--- src/rtl/bchecc_pkg.sv ---
// bchecc_pkg
//   Shared definitions for the BCH encoder sequencer in the NFC ECC path.
//   Contents:
//     state_e          - sequencer FSM encoding (IDLE, INIT, DATA, PARITY, FLUSH)
//     PAR_BITS_*       - parity bit counts of the short and long codes
//     PAR_BYTES_*      - parity byte counts (bits rounded up to whole bytes)
//     PCNT_W           - width of the parity byte counter
//     par_bytes()      - parity byte count for the selected code
package bchecc_pkg;

  typedef enum logic [2:0] {
    ST_IDLE   = 3'd0,
    ST_INIT   = 3'd1,
    ST_DATA   = 3'd2,
    ST_PARITY = 3'd3,
    ST_FLUSH  = 3'd4
  } state_e;

  localparam int PAR_BITS_SHORT  = 104;
  localparam int PAR_BITS_LONG   = 195;

  // The long code does not fill its last byte; the encoder packs the
  // leftover bits together with the final data byte, so round up.
  localparam int PAR_BYTES_SHORT = (PAR_BITS_SHORT + 7) / 8;  // 13
  localparam int PAR_BYTES_LONG  = (PAR_BITS_LONG + 7) / 8;   // 25

  localparam int PCNT_W = 5;

  // Number of parity bytes shifted out for the given code selection.
  function automatic logic [PCNT_W-1:0] par_bytes(input logic long_mode);
    logic [PCNT_W-1:0] n;
    if (long_mode) begin
      n = PCNT_W'(PAR_BYTES_LONG);
    end else begin
      n = PCNT_W'(PAR_BYTES_SHORT);
    end
    return n;
  endfunction

endpackage

--- src/rtl/bchecc_enc_ctrl_par_cnt.sv ---
// bchecc_par_cnt
//   Parity byte counter for the BCH encoder sequencer. Counts parity shift
//   strobes and flags the first strobe, the final strobe and whether more
//   strobes are still owed for the selected code.
//   Ports:
//     clk, rst  - clock, asynchronous active-high reset
//     clr_i     - synchronous clear (start of a sector)
//     en_i      - one parity shift strobe issued this cycle
//     long_i    - code selection (0 short, 1 long)
//     below_o   - count is below the parity byte count of the code
//     first_o   - count is zero (next strobe is the first)
//     last_o    - next strobe is the final one
module bchecc_par_cnt
  import bchecc_pkg::*;
(
  input  logic clk,
  input  logic rst,
  input  logic clr_i,
  input  logic en_i,
  input  logic long_i,
  output logic below_o,
  output logic first_o,
  output logic last_o
);

  logic [PCNT_W-1:0] cnt_q;
  logic [PCNT_W-1:0] cnt_d;
  logic [PCNT_W-1:0] pbytes;

  assign pbytes = par_bytes(long_i);

  // Next count: clear wins over increment.
  always_comb begin
    cnt_d = cnt_q;
    if (clr_i) begin
      cnt_d = '0;
    end else if (en_i) begin
      cnt_d = cnt_q + PCNT_W'(1);
    end else begin
      cnt_d = cnt_q;
    end
  end

  // Count register.
  always_ff @(posedge clk or posedge rst) begin
    if (rst) begin
      cnt_q <= '0;
    end else begin
      cnt_q <= cnt_d;
    end
  end

  assign below_o = (cnt_q < pbytes);
  assign first_o = (cnt_q == '0);
  assign last_o  = (cnt_q == (pbytes - PCNT_W'(1)));

endmodule

--- src/rtl/bchecc_enc_ctrl.sv ---
// bchecc_enc_ctrl
//   Sequencer for the BCH parity encoder in the NFC ECC path. Takes one
//   sector of data bytes, drives the encoder init / data-valid / last-byte /
//   parity-shift controls, owns the byte mux into the encoder and streams
//   the parity bytes (valid-only) to the NAND write FIFO.
//   Parameters:
//     DATA_BYTES - data bytes per sector (>= 2)
//     CNT_W      - data counter width (2**CNT_W >= DATA_BYTES)
//   Ports:
//     clk, rst             - clock, asynchronous active-high reset
//     start_i, abort_i     - begin a sector (IDLE only) / abandon it
//     ecc_opt_i            - code select, captured on an accepted start
//     din_i, din_valid_i   - sector data in; din_ready_o accepts it
//     par_ready_i          - parity sink can take a byte next cycle
//     enc_par_i            - registered parity byte from the encoder
//     ecc_opt_o            - latched code select to the encoder
//     ecc_data_o           - byte into the encoder
//     init_en_o            - encoder clear
//     enc_data_avail_o     - encoder absorbs ecc_data_o
//     enc_last_o           - final data byte of the sector
//     enc_out_en_o         - encoder parity shift/load
//     enc_out_first_o      - first parity shift of the sector
//     par_o, par_valid_o   - parity byte stream (sink must take it)
//     busy_o, done_o       - not idle / one-cycle sector-complete pulse
module bchecc_enc_ctrl
  import bchecc_pkg::*;
#(
  parameter int DATA_BYTES = 512,
  parameter int CNT_W      = 10
) (
  input  logic       clk,
  input  logic       rst,
  input  logic       start_i,
  input  logic       abort_i,
  input  logic       ecc_opt_i,
  input  logic [7:0] din_i,
  input  logic       din_valid_i,
  output logic       din_ready_o,
  input  logic       par_ready_i,
  input  logic [7:0] enc_par_i,
  output logic       ecc_opt_o,
  output logic [7:0] ecc_data_o,
  output logic       init_en_o,
  output logic       enc_data_avail_o,
  output logic       enc_last_o,
  output logic       enc_out_en_o,
  output logic       enc_out_first_o,
  output logic [7:0] par_o,
  output logic       par_valid_o,
  output logic       busy_o,
  output logic       done_o
);

  localparam logic [CNT_W-1:0] DCNT_LAST = CNT_W'(DATA_BYTES - 1);

  state_e           state_q,     state_d;
  logic [CNT_W-1:0] dcnt_q,      dcnt_d;
  logic [7:0]       last_byte_q, last_byte_d;
  logic             ecc_opt_q,   ecc_opt_d;
  logic             par_valid_q, par_valid_d;
  logic             done_q,      done_d;

  logic pcnt_clr;
  logic pcnt_below;
  logic pcnt_first;
  logic pcnt_last;

  bchecc_par_cnt u_par_cnt (
    .clk     (clk),
    .rst     (rst),
    .clr_i   (pcnt_clr),
    .en_i    (enc_out_en_o),
    .long_i  (ecc_opt_q),
    .below_o (pcnt_below),
    .first_o (pcnt_first),
    .last_o  (pcnt_last)
  );

  // Next-state and encoder control decode. An abort suppresses every
  // avail/out strobe in its own cycle so init_en_o never overlaps them.
  always_comb begin
    state_d          = state_q;
    dcnt_d           = dcnt_q;
    last_byte_d      = last_byte_q;
    ecc_opt_d        = ecc_opt_q;
    done_d           = 1'b0;
    pcnt_clr         = 1'b0;
    din_ready_o      = 1'b0;
    ecc_data_o       = 8'h00;
    init_en_o        = 1'b0;
    enc_data_avail_o = 1'b0;
    enc_last_o       = 1'b0;
    enc_out_en_o     = 1'b0;
    enc_out_first_o  = 1'b0;

    case (state_q)
      ST_IDLE: begin
        if (start_i && !abort_i) begin
          state_d   = ST_INIT;
          ecc_opt_d = ecc_opt_i;
        end else begin
          state_d = ST_IDLE;
        end
      end

      ST_INIT: begin
        init_en_o = 1'b1;
        pcnt_clr  = 1'b1;
        dcnt_d    = '0;
        if (abort_i) begin
          state_d = ST_IDLE;
        end else begin
          state_d = ST_DATA;
        end
      end

      ST_DATA: begin
        ecc_data_o = din_i;
        if (abort_i) begin
          init_en_o = 1'b1;
          state_d   = ST_IDLE;
        end else begin
          din_ready_o      = 1'b1;
          enc_data_avail_o = din_valid_i;
          if (din_valid_i) begin
            dcnt_d      = dcnt_q + CNT_W'(1);
            last_byte_d = din_i;
            // Exact match: the FSM leaves DATA here, so dcnt never wraps.
            if (dcnt_q == DCNT_LAST) begin
              enc_last_o = 1'b1;
              state_d    = ST_PARITY;
            end else begin
              state_d = ST_DATA;
            end
          end else begin
            state_d = ST_DATA;
          end
        end
      end

      ST_PARITY: begin
        // Encoder needs the final data byte on its input while shifting;
        // the long code merges its low bits into the first parity byte.
        ecc_data_o = last_byte_q;
        if (abort_i) begin
          init_en_o = 1'b1;
          state_d   = ST_IDLE;
        end else begin
          enc_out_en_o    = par_ready_i & pcnt_below;
          enc_out_first_o = enc_out_en_o & pcnt_first;
          if (enc_out_en_o && pcnt_last) begin
            state_d = ST_FLUSH;
          end else begin
            state_d = ST_PARITY;
          end
        end
      end

      ST_FLUSH: begin
        // The last parity byte is on par_o this cycle; done follows it.
        state_d = ST_IDLE;
        if (abort_i) begin
          init_en_o = 1'b1;
        end else begin
          done_d = 1'b1;
        end
      end

      default: begin
        state_d = ST_IDLE;
      end
    endcase

    // The encoder output register lags the shift strobe by one cycle.
    par_valid_d = enc_out_en_o;
  end

  // State, counters and registered outputs.
  always_ff @(posedge clk or posedge rst) begin
    if (rst) begin
      state_q     <= ST_IDLE;
      dcnt_q      <= '0;
      last_byte_q <= 8'h00;
      ecc_opt_q   <= 1'b0;
      par_valid_q <= 1'b0;
      done_q      <= 1'b0;
    end else begin
      state_q     <= state_d;
      dcnt_q      <= dcnt_d;
      last_byte_q <= last_byte_d;
      ecc_opt_q   <= ecc_opt_d;
      par_valid_q <= par_valid_d;
      done_q      <= done_d;
    end
  end

  assign ecc_opt_o   = ecc_opt_q;
  assign par_valid_o = par_valid_q;
  assign par_o       = par_valid_q ? enc_par_i : 8'h00;
  assign busy_o      = (state_q != ST_IDLE);
  assign done_o      = done_q;

endmodule

--- config.mk ---
export PLATFORM = sky130hd
export DESIGN_NAME = bchecc_enc_ctrl
export DESIGN_NICKNAME = d
export VERILOG_FILES = /design/src/rtl/bchecc_pkg.sv /design/src/rtl/bchecc_enc_ctrl_par_cnt.sv /design/src/rtl/bchecc_enc_ctrl.sv
export SDC_FILE = /design/constraint.sdc
export NUM_CORES = 1
export LEC_CHECK = 0
export BUFFER_PORTS_ARGS = -buffer_cell sky130_fd_sc_hd__buf_2
export CAP_MARGIN = 10
export CELL_PAD_IN_SITES_DETAIL_PLACEMENT = 1
export CELL_PAD_IN_SITES_GLOBAL_PLACEMENT = 1
export CORE_UTILIZATION = 43
export CTS_BUF_LIST = sky130_fd_sc_hd__clkbuf_4 sky130_fd_sc_hd__clkbuf_8 sky130_fd_sc_hd__clkbuf_16
export CTS_CLUSTER_SIZE = 25
export DETAILED_ROUTE_END_ITERATION = 10
export GPL_TIMING_DRIVEN = 0
export PLACE_DENSITY_LB_ADDON = 0.12
export SYNTH_ARGS = -nofsm -noshare
export SYNTH_HDL_FRONTEND = slang
export SYNTH_HIERARCHICAL = 1
export SYNTH_SLANG_ARGS = --single-unit
--- constraint.sdc ---
create_clock -name clk -period 4.7 [get_ports clk]
set_clock_uncertainty 0.15 [all_clocks]
set_input_delay 0.94 -clock clk [delete_from_list [all_inputs] [get_ports clk]]
set_output_delay 0.94 -clock clk [all_outputs]
set_load 0.02 [all_outputs]
-- Yosys cells after proc, flatten, opt, wreduce, memory -nomap -nowiden
Cells that the tools add are included.
- magnitude comparators: 1
- multiplexer cells: 32
- bitwise gates (word level): 3
- reduce and logical (&&, ||, !) cells: 12
- add/sub/neg operators: 3
- eq/ne operators: 8
- operator list (cell ; number):
    $mux 10 ; 2
    $pmux 10 s2 ; 1
    $mux 1 ; 17
    $pmux 8 s2 ; 1
    $mux 5 ; 3
    $mux 3 ; 4
    $pmux 3 s4 ; 1
    $add 10x1->10 const B ; 1
    $eq 10x9->1 const B ; 1
    $mux 8 ; 1
    $eq 3x2->1 const B ; 2
    $reduce_and 3->1 ; 2
    $add 5x1->5 const B ; 1
    $eq 5x5->1 ; 1
    $logic_not 5->1 ; 1
    $lt 5x5->1 ; 1
    $sub 5x1->5 const B ; 1
    $ne 2x2->1 const B ; 2
    $reduce_bool 2->1 ; 2
    $eq 3x1->1 const B ; 1
    $eq 3x3->1 const B ; 1
    $logic_not 3->1 ; 1
    $reduce_bool 3->1 ; 1
    $reduce_or 3->1 ; 1
    7 further kinds ; 9
- output and inout port bits: 26
- bits of input ports: 23
- word-level logic and storage cells: 66
- flip-flop bits (word level): 29

-- Logic depth before layout (Yosys ltp)
- word-level depth: 7
- depth in mapped cells: 8

-- Hierarchy
Netlist, hierarchy kept.
- by module, submodules not included (module ; instances ; sequential area each (um^2) ; cells an instance ; area an instance (um^2)):
    bchecc_enc_ctrl ; 1 ; 600.6 ; 136 ; 1423.9
    bchecc_par_cnt ; 1 ; 125.1 ; 34 ; 357.8

-- Worst setup path after synthesis
OpenSTA, ideal clock, no wires.
- path type: input to output
- start: in abort_i
- end: out enc_last_o
- buffers on the path: 2
- data arrival time: 1.957 ns
- setup slack: 1.653 ns
- cell stages on the path: 5
- required time: 3.610 ns
- cells stage by stage: buf_6 nand4bb_1 buf_6 nor4_2 and4b_1
- cells in the longest elaborated chain, start to end: 2
- ends and longest elaborated chain (item ; RTL line ; source):
    start: declaration ; bchecc_enc_ctrl.sv:34 ; input logic abort_i,
    $mux 1 ; bchecc_enc_ctrl.sv:119 ; if (abort_i) begin
    $mux 1 ; bchecc_enc_ctrl.sv:96 ; case (state_q)
    end: declaration ; bchecc_enc_ctrl.sv:45 ; output logic enc_last_o,
Every way passes these cells.

-- Final worst setup path
Ends and elaborated chain as after synthesis.

==> impl_metrics.tcl <==
set metrics [dict create \
    totalPowerFinal_w 0.000650 \
    clock_sink_count 29 \
    async_flop_share_pct 100 \
    cts_hold_repair.buffers 0 \
    finalSetupTns_ps 0 \
    cp.arrival_ps 2110 \
    floorplan.rows 23 \
    design.portCount 49 \
    critPathMaxFanout 10 \
    final_min_period_over_clock_period_pct 68.2 \
    synth_sequential_area_ratio_pct 40.7 \
    initial_cell_density_of_the_core_pct 44.5 \
    synthesized_area_per_cell_um2 10.5 \
    number_of_enable_type_register_cells_in_the_synthesized_netlist 0 \
    grt.overflow.total 0 \
    syn_nets 198 \
    h-tree-depth 2 \
    clkSlewWorstSetupHoldPaths_ps 60 \
    worst_pin_slew_ps 926 \
    worst_slack_ps 1500 \
    layout.cells.most_common_list "50 x buf_2, 29 x dfrtp_1, 24 x nor2_1" \
    cts_tree "yes" \
    worst_ep_required_time_ps 3610 \
    port_buffers 47 \
    grt_start_max_net_pins 25 \
    synth_ff_type "dfrtp_1" \
    pwr_density_cell_nw_per_um2 299 \
    wire_per_inst_um 15.0 \
    count_of_final_max_slew_check_failures 0 \
    dpl.hpwl_mm 3.16 \
    place_ws_ps 1520 \
    final_period_minus_worst_setup_slack_ps 3200 \
    die_y_um 66.4 \
    hold_violation_count_in_the_final_report 0 \
    cts_made_buffers 5 \
    synth_to_final_area_change_pct 21.8 \
    resized_cells_post_cts 0 \
    static-leakage-power_nw 1.08 \
    maxClockFrequency_mhz 312 \
    hold_sp "last_byte_q[0]" \
    rsz_0062_raised_after_global_routing "false" \
    floorplan.die.width_um 66.4 \
    drt_pass1_iterations 4 \
    crit_type "input port to output port" \
    ys_seq_elements 29 \
    finish.net_count 252 \
    clock-root-buffer "clkbuf_8" \
    slew-limit-headroom_pct 38.2 \
    vias_per_cell 5.27 \
    route.detailed.drc 0 \
    post_route_cells_drive_above_1_share_pct 37.8 \
    result_of_the_run "finished clean" \
    worst_skew_late_latency_ps 280 \
    most_frequent_standard_cell_in_the_layout_excluding_fill_and_tap_cells "buf_2" \
    regToRegStartpoint "u_par_cnt/cnt_q[2]" \
    endpoint_kind "output port" \
    first_global_vias 1507 \
    grt_pass1_wl_mm 6.93 \
    antenna_violations_before_repair 0 \
    ys_types 41 \
    max-vdd-ir-drop_mv 0.166 \
    grt_use_total_pct 21.5 \
    cts.repair_timing.setup_buffer_count 0 \
    setup_violations 0 \
    netlist_area_um2 1780 \
    clock_tree.buffer_depth 2 \
    core-area_um2 4000 \
    wl_mm 4.14 \
    vias 1449 \
    detail_route.iter0.violations 75 \
    cp-startpoint "abort_i" \
    worst_hold_path_type "flip-flop to flip-flop" \
    setup.worst_path.start_class "input port" \
    max_capacitance_violation_count 0 \
    gp_congestion 0.754 \
    ys.warnings.count 6 \
    die_area_um2 4400 \
    diodes 0 \
    drtAntennaViolNets 0 \
    post_synth_inst_count 170 \
]
## flip-flops by register name, indices dropped and copies added (netlist names)
signal,cells
dcnt_q,10
last_byte_q,8
u_par_cnt/cnt_q,5
state_q,3
done_o,1
ecc_opt_o,1
par_valid_o,1
## routing by layer
metal	up-vias	GRT usage, %	share of wire (%)
met5	-	0	0
met3	10	8.10	5.4
met2	35	36.4	51
met4	0	9.04	1.9
met1	704	24.0	42
li1	700	-	-
## metrics by stage
step           hold slack [ps]  cell area (um2)  util, %  cells
2_1_floorplan              330             1780        -    170
3_3_place_gp               338             2080     52.0    267
3_5_place_dp               347             2080     52.0    267
4_1_cts                    361             2170     54.3    275
5_1_grt                    372             2170     54.3    275
6_report                   354             2170     54.3    275
## where the power goes
part / total [W] / switching, W / internal [W]
combinational: 0.000124 / 0.0000651 / 0.0000589
clock: 0.000216 / 0.0000937 / 0.000122
sequential: 0.000310 / 0.0000246 / 0.000285
## worst max-delay path, cell delays in order
cell and delay, ps:
buf_6 110, nand4bb_1 200, buf_6 180, nor4_2 250
and4b_1 260, buf_2 170
## area by class of cell
cell class / count / area (um2)
clock buffer: 8 / 91.3
sequential: 29 / 726
multi-input combinational: 123 / 943
buffer: 10 / 82.6
tap: 50 / 62.6
fill: 456 / 1830
inverter: 8 / 30.0
timing repair buffer: 47 / 235
## cells in the mapped netlist, drive strengths merged, types with 2 or more instances
| library cell | instances | area [um2] |
|---|---|---|
| mux2 | 11 | 131 |
| nand3b | 2 | 15.0 |
| and2 | 10 | 62.6 |
| nor4 | 3 | 25.0 |
| xnor2 | 8 | 70.1 |
| inv | 8 | 30.0 |
| a211oi | 3 | 22.5 |
| ha | 5 | 62.6 |
| o21ai | 2 | 10.0 |
| nor2 | 26 | 103 |
| nor2b | 2 | 12.5 |
| mux2i | 9 | 90.1 |
| a2111oi | 3 | 82.6 |
| nor3 | 2 | 10.0 |
| nor4b | 2 | 17.5 |
| dfrtp | 29 | 726 |
| nand2b | 2 | 12.5 |
| a21oi | 7 | 35.0 |
| buf | 10 | 82.6 |
| nand3 | 5 | 30.0 |
| nand2 | 7 | 26.3 |
| nand4 | 3 | 25.0 |
## worst paths after layout
path | end | slack, ps | cells after the start
worst min-delay path | last_byte_q[0] | 350 | 1
worst max-delay path | enc_last_o | 1500 | 6
min in group asynchronous | u_par_cnt/cnt_q[4] | 410 | 2
max in group asynchronous | dcnt_q[2] | 3110 | 2
worst min register to register | last_byte_q[0] | 350 | 1
worst max register to register | u_par_cnt/cnt_q[3] | 2370 | 7
## cell families (layout without fill, tap and decap cells)
| kind of cell | Yosys count | count (layout) | synth area share, % |
|---|---|---|---|
| flip-flops | 29 | 29 | 40.7 |
| buffers and inverters | 18 | 73 | 6.32 |
| adder cells (fa/ha/maj) | 5 | 5 | 3.51 |
| AND/OR/NAND/NOR | 70 | 70 | 22.3 |
| XOR/XNOR | 8 | 8 | 3.93 |
| AO/OA/AOI/OAI | 20 | 20 | 10.8 |
| multiplexers | 20 | 20 | 12.4 |
Power figures use the tool's default switching activity.
